File: config.mk
export PLATFORM = sky130hd
export DESIGN_NAME = exp_diff_serial
export DESIGN_NICKNAME = d
export VERILOG_FILES = /design/src/rtl/exp_diff_serial.sv
export SDC_FILE = /design/constraint.sdc
export NUM_CORES = 1
export LEC_CHECK = 0
export BUFFER_PORTS_ARGS = -buffer_cell sky130_fd_sc_hd__buf_4
export CORE_MARGIN = 3
export CORE_UTILIZATION = 45
export CTS_CLUSTER_SIZE = 20
export DETAILED_ROUTE_END_ITERATION = 7
export PLACE_DENSITY = 0.68
export SYNTH_ARGS = -nofsm -noshare
export SYNTH_HDL_FRONTEND = slang
export SYNTH_SLANG_ARGS = --single-unit
File: constraint.sdc
create_clock -name clk -period 1.7 [get_ports clk]
set_input_delay 0.34 -clock clk [delete_from_list [all_inputs] [get_ports clk]]
set_output_delay 0.34 -clock clk [all_outputs]
set_load 0.02 [all_outputs]
File: src/rtl/exp_diff_serial.sv
// Bit-serial exponent subtractor for the FP add/sub path.
// Produces A-B one bit per clock, LSB first, through a single full-subtractor
// cell, then (only when A<B) serially negates the raw difference to obtain
// the magnitude. Result registers are loaded only on entry to DONE, so the
// visible outputs keep the previous result while an operation is in flight.

module exp_diff_serial #(
    parameter int W     = 8,
    parameter int CNT_W = 4
) (
    input  logic         clk,
    input  logic         rst,
    input  logic         in_valid,
    output logic         in_ready,
    input  logic [W-1:0] a,
    input  logic [W-1:0] b,
    output logic         out_valid,
    input  logic         out_ready,
    output logic [W-1:0] diff,
    output logic [W-1:0] mag,
    output logic         a_lt_b,
    output logic         zero
);

    // state | meaning
    // IDLE  | waiting for operands, in_ready high
    // SUB   | W cycles of serial subtract, LSB first
    // NEG   | W cycles of serial two's-complement negate (only when A<B)
    // DONE  | result presented, out_valid high until out_ready
    localparam logic [1:0] IDLE = 2'd0;
    localparam logic [1:0] SUB  = 2'd1;
    localparam logic [1:0] NEG  = 2'd2;
    localparam logic [1:0] DONE = 2'd3;

    localparam logic [CNT_W-1:0] LAST = CNT_W'(W - 1);

    logic [1:0]       state;
    logic [CNT_W-1:0] cnt;
    logic [W-1:0]     a_sh;
    logic [W-1:0]     b_sh;
    logic [W-1:0]     d_sh;
    logic [W-1:0]     m_sh;
    logic             br;
    logic             carry;

    logic             d_bit;
    logic             br_next;
    logic             m_bit;
    logic             c_next;
    logic [W-1:0]     d_shifted;
    logic [W-1:0]     d_rot;
    logic [W-1:0]     m_shifted;
    logic             last;

    // Handshake flags decode state only; no path from in_valid/out_ready.
    assign in_ready  = (state == IDLE);
    assign out_valid = (state == DONE);

    // Shared serial cells: full subtractor for SUB, incrementer-style negate for NEG.
    always_comb begin
        d_bit     = a_sh[0] ^ b_sh[0] ^ br;
        br_next   = (~a_sh[0] & b_sh[0]) | (~(a_sh[0] ^ b_sh[0]) & br);
        m_bit     = ~d_sh[0] ^ carry;
        c_next    = ~d_sh[0] & carry;
        d_shifted = {d_bit, d_sh[W-1:1]};
        d_rot     = {d_sh[0], d_sh[W-1:1]};
        m_shifted = {m_bit, m_sh[W-1:1]};
        last      = (cnt == LAST);
    end

    // Sequencer and datapath; synchronous reset discards any operation in flight.
    always_ff @(posedge clk) begin
        if (rst) begin
            state  <= IDLE;
            cnt    <= '0;
            br     <= 1'b0;
            carry  <= 1'b0;
            a_sh   <= '0;
            b_sh   <= '0;
            d_sh   <= '0;
            m_sh   <= '0;
            diff   <= '0;
            mag    <= '0;
            a_lt_b <= 1'b0;
            zero   <= 1'b0;
        end else begin
            case (state)
                IDLE: begin
                    if (in_valid) begin
                        a_sh  <= a;
                        b_sh  <= b;
                        d_sh  <= '0;
                        br    <= 1'b0;
                        cnt   <= '0;
                        state <= SUB;
                    end
                end

                SUB: begin
                    a_sh <= a_sh >> 1;
                    b_sh <= b_sh >> 1;
                    d_sh <= d_shifted;
                    br   <= br_next;
                    if (last) begin
                        cnt <= '0;
                        if (br_next) begin
                            // A<B: keep the final borrow in br until NEG finishes.
                            carry <= 1'b1;
                            m_sh  <= '0;
                            state <= NEG;
                        end else begin
                            diff   <= d_shifted;
                            mag    <= d_shifted;
                            zero   <= (d_shifted == '0);
                            a_lt_b <= 1'b0;
                            state  <= DONE;
                        end
                    end else begin
                        cnt <= cnt + 1'b1;
                    end
                end

                NEG: begin
                    // Rotating d_sh leaves it unchanged after W cycles.
                    d_sh  <= d_rot;
                    m_sh  <= m_shifted;
                    carry <= c_next;
                    if (last) begin
                        cnt    <= '0;
                        diff   <= d_rot;
                        mag    <= m_shifted;
                        zero   <= (d_rot == '0);
                        a_lt_b <= br;
                        state  <= DONE;
                    end else begin
                        cnt <= cnt + 1'b1;
                    end
                end

                DONE: begin
                    if (out_ready) begin
                        state <= IDLE;
                    end
                end

                default: begin
                    state <= IDLE;
                end
            endcase
        end
    end

endmodule

# [After elaboration in Yosys (flattened, before gate mapping)]
# Cells that the tools add are included.
[totals] reg_bits=58 in_bits=20 output_inout_bits=20 elab_cells=84
[classes] addsub=1 eq_ne=10 mux=37 bitwise_logic=10 n_reduce_logical=14
[ops] cell="$pmux 8 s2" count=5
[ops] cell="$mux 8" count=9
[ops] cell="$pmux 8 s3" count=1
[ops] cell="$logic_not 8->1" count=2
[ops] cell="$mux 1" count=10
[ops] cell="$ne 2x2->1 const B" count=5
[ops] cell="$mux 2" count=4
[ops] cell="$mux 4" count=2
[ops] cell="$pmux 1 s2" count=4
[ops] cell="$pmux 2 s4" count=1
[ops] cell="$pmux 4 s2" count=1
[ops] cell="$reduce_and 4->1" count=2
[ops] cell="$reduce_and 2->1" count=3
[ops] cell="$reduce_bool 2->1" count=3
[ops] cell="$add 4x1->4 const B" count=1
[ops] cell="$eq 2x2->1 const B" count=2
[ops] cell="$eq 4x3->1 const B" count=1
[ops] cell="$and 1x1->1" count=3
[ops] cell="$not 1->1" count=3
[ops] cell="$reduce_and 3->1" count=1
[ops] cell="$reduce_bool 3->1" count=1
[ops] cell="$xor 1x1->1" count=3
[ops] cell="$eq 2x1->1 const B" count=1
[ops] cell="$logic_not 2->1" count=1
[ops] cell="other kinds (3)" count=3

# [Longest topological paths before layout]
[logic_depth] word_depth=7 ltp_mapped=8 mapped_depth_nobuf=6

# [Worst setup path before layout]
# Ideal clock, no wire load.
[synth_timing] kind="reg2reg" startpoint="register state[0]" endpoint="register a_sh[1]" setup_time_ns=0.086 t_arrival_ns=1.677 t_required_ns=1.614 slack_ns=-0.062 path_stages_with_launch=9 period_less_slack_ns=1.762 cell_sequence="dfxtp_1 > inv_1 > ha_1 > buf_2 > and2b_4 > nor2_4 > buf_4 > nor2_1 > a211oi_1"
[synth_via] elab_chain_cells=3 elab_cells_between_ends=6 classes_between="eq/ne (2); mux (1); reduce/logical (3)"
[synth_lines] item="start: declaration" line_no="37" source="logic [1:0] state;"
[synth_lines] item="start signal: assignment" line_no="74" source="state <= IDLE;"
[synth_lines] item="start signal: assignment" line_no="95" source="state <= SUB;"
[synth_lines] item="start signal: assignment" line_no="110" source="state <= NEG;"
[synth_lines] item="$logic_not 2->1 *"
[synth_lines] item="named net in_ready" line_no="14" source="output logic in_ready,"
[synth_lines] item="$ne 2x2->1 (no line) or $reduce_bool 2->1 (tied branches)"
[synth_lines] item="$reduce_and 2->1 (no line)"
[synth_lines] item="end signal: assignment" line_no="100" source="a_sh <= a_sh >> 1;"
[synth_lines] item="end: declaration" line_no="39" source="logic [W-1:0] a_sh;"
# The timed path passes the listed nets; every way through them passes the cells marked *.
# A chain may end at the register's enable or synchronous reset.

# [Worst setup path in the final report]
[layout_timing] startpoint="register a_sh[0]" endpoint="register mag[2]"
[layout_via] elab_chain_cells=6 elab_cells_between_ends=8 classes_between="eq/ne (1); bitwise (6); reduce/logical (1)"
[layout_lines] item="$xor 1x1->1" line_no="62" source="br_next = (~a_sh[0] & b_sh[0]) | (~(a_sh[0] ^ b_sh[0]) & br);"
[layout_lines] item="$not 1->1" line_no="62"
[layout_lines] item="$and 1x1->1" line_no="62"
[layout_lines] item="$or 1x1->1 *" line_no="62"
[layout_lines] item="$ne 2x2->1 (no line) *"
[layout_lines] item="$reduce_and 4->1 (no line) *"
[layout_lines] item="end signal: assignment" line_no="113" source="mag <= d_shifted;"
[layout_lines] item="end signal: assignment" line_no="131" source="mag <= m_shifted;"
[layout_lines] item="end: declaration" line_no="20" source="output logic [W-1:0] mag,"
# Mark *: on every way between the ends. The rest lies on a longest branch, timed or not.

==> results.cfg <==
[route]
drt_wl_total_um = 5700
drt_iter0_drc = 143
drc = 0
via_count = 2167
drtAntennaViolNets = 0
detail_route.vias_per_cell = 5.40
drtPass1Iterations = 4
wire_per_inst_um = 14.2

[worst_setup_path]
required_ns = 1.95
cp.arrival_ns = 1.89
setup.worst_path.end_class = register
crit_type = reg -> reg
cp-start-kind = register
path_max_fanout = 7

[yosys]
async_flop_share_pct = 0
synth_most_common_cell = dfxtp_1
synth_top_flop_cell = dfxtp_1
synth-edff-count = 0
yosys_warnings = 0
synth_area_um2 = 2550
synth_area_per_cell_um2 = 9.41
ys_seq_elements = 57
synthTopCellsByCount = dfxtp_1 (57), nor2_1 (46), mux2i_1 (23)
synth_area_leader_cell = dfxtp_1
synth_area_leaders = dfxtp_1 (45%), mux2i_1 (9.0%), nor2_1 (6.8%)
synth.top_cell.area_share_pct = 44.7
syn_nets = 299
synth_cell_types = 40
syn_inst = 271
seq_area_frac_synth_pct = 44.7

[status]
status = complete, no violations

[final_layout]
layout-drive-gt1-share_pct = 31.1
diodes = 0
layout.nets = 354
nFillCells = 442
final_area_um2 = 3350
syn_to_final_growth_pct = 31.4

[clock_tree]
clkSlewWorstSetupHoldPaths_ns = 0.07
h-tree-depth = 3
cts_hold_buf = 0
cts_sinks = 57
numCtsBuffers = 9
clk_path_buf_depth = 2
clock-root-buffer = clkbuf_8
clock_latency_ns = 0.34
cts_tree = done

[power]
p_total_w = 0.00522
p_leak_nw = 1.32
power_density_nw_per_um2 = 1560
vdd_drop_max_mv = 1.20

[timing]
slew_headroom_pct = 74.4
finalMaxSlewViolations = 0
period_needed_ns = 1.64
clock_skew_ns = 0.0110
tightest_slew_ns = 0.380
max_freq_mhz = 610
hold_viol = 0
layout_worst_path_cycle_share_pct = 96.5
setup_violations = 0

[die]
die_area_um2 = 6610
core_um2 = 5300
start_util_pct = 48.1
num_rows = 26
fp.dieH_um = 81.3
ioPinCount = 40
die_x_um = 81.3

[min_path]
min_path_type = in -> reg

[global_routing]
track_usage_pct = 18.6
grt-ovfl-total = 0
met3_usage_pct = 6.54
grtUsageMet1_pct = 24.8
grt_pass1_wl_um = 9320
met2_usage_pct = 27.4
grt_pass1_vias = 1993
busiest_layer = met2
grt_max_degree = 49
antenna_found_initial = 0

[place]
placed_cell_area_um2 = 3010
dp_hpwl_um = 3730
place_congestion = 0.848
port_buffers = 39

[job]
maxCapViolations = 0
-- worst max-delay path: stages (launching register included) --
cell      delay, ns
dfxtp_2        0.32
inv_1          0.05
fa_2           0.43
a211oi_4       0.26
buf_6          0.16
buf_12         0.12
nor2_1         0.05
a211oi_2       0.18
-- repair_timing --
item,4_1_cts,5_1_grt
cloned,1,1
setup endpoints to repair,20,21
pin swaps,3,11
buffers inserted,2,1
endpoints found under the hold margin,0,0
resized for setup,6,18
-- sequential cells by signal, summed over array words and instances, names as in the netlist --
register and flops:
b_sh 8, diff 8, mag 8, cnt 4, m_sh 7, br 1
state 2, zero 1, a_lt_b 1, d_sh 8, carry 1, a_sh 8
-- cells in the final DEF, fill, tap and decap left out, types with 2 or more instances in the layout --
cell type / instances
buf_12: 3
nand2_1: 21
buf_4: 52
dfxtp_2: 3
a211oi_2: 7
inv_1: 9
mux2i_1: 23
buf_6: 5
o21ai_0: 4
a221oi_1: 2
dfxtp_1: 54
ha_2: 3
a32oi_1: 2
nor4_1: 3
clkinv_2: 2
ha_1: 3
nor2_1: 46
bufinv_16: 2
nor3_1: 3
nand3_1: 2
clkbuf_8: 11
a211oi_1: 16
a22oi_1: 16
a21oi_1: 12
nand2b_1: 3
nor2_4: 2
-- metal layers --
layer	wire length, um	part of all wire (%)
met1	2700	47
met2	2560	45
met3	336	5.9
met4	91	1.6
met5	0	0
-- worst paths after layout --
check | from | endpoint | slack (ns) | cells after the start
setup / recovery | a_sh[0]$_SDFFE_PP0P_ | mag[2]$_SDFFE_PP0P_ | 0.06 | 7
hold / removal | a[7] | a_sh[7]$_SDFFE_PP0P_ | 0.24 | 3
setup reg to reg | a_sh[0]$_SDFFE_PP0P_ | mag[2]$_SDFFE_PP0P_ | 0.06 | 7
hold reg to reg | diff[0]$_SDFFE_PP0P_ | diff[0]$_SDFFE_PP0P_ | 0.45 | 2
-- kinds of logic (layout without fill, tap and decap cells) --
kind of cell / Yosys count / after routing / share of synthesized area (%)
DFF: 57 / 57 / 44.7
and+or+nand+nor: 87 / 87 / 16.4
buffers and inverters: 27 / 87 / 5.15
muxes: 23 / 23 / 9.02
adders and majority gates: 8 / 8 / 4.22
AOI/OAI and AO/OA: 69 / 69 / 20.5
-- area by class of cell --
type / count / area [um2] / share of cell area [%]
Timing Repair Buffer: 61 / 522 / 15.6
Multi-Input combinational cell: 187 / 1330 / 39.7
Sequential cell: 57 / 1140 / 34.2
Clock buffer: 11 / 151 / 4.52
Inverter: 10 / 37.5 / 1.12
Clock inverter: 5 / 77.6 / 2.31
Tap cell: 70 / 87.6 / 2.61
-- through the flow --
stage / util [%] / setup WS [ns] / hold WS, ns / TNS (ns) / std cells
2_1_floorplan: - / 0.000789 / 0.451 / 0 / 271
3_3_place_gp: 56.8 / -0.0120 / 0.442 / -0.0324 / 381
3_5_place_dp: 56.8 / -0.0468 / 0.448 / -0.357 / 381
4_1_cts: 62.2 / -0.00473 / 0.231 / -0.0109 / 400
5_1_grt: 63.2 / -0.0264 / 0.246 / -0.0264 / 401
6_report: 63.2 / 0.0602 / 0.242 / 0 / 401
-- power breakdown --
part           internal, W  switching [W]
sequential         0.00158       0.000142
combinational     0.000918        0.00115
clock             0.000899       0.000535
total              0.00340        0.00183
Power figures use the tool's default switching activity.
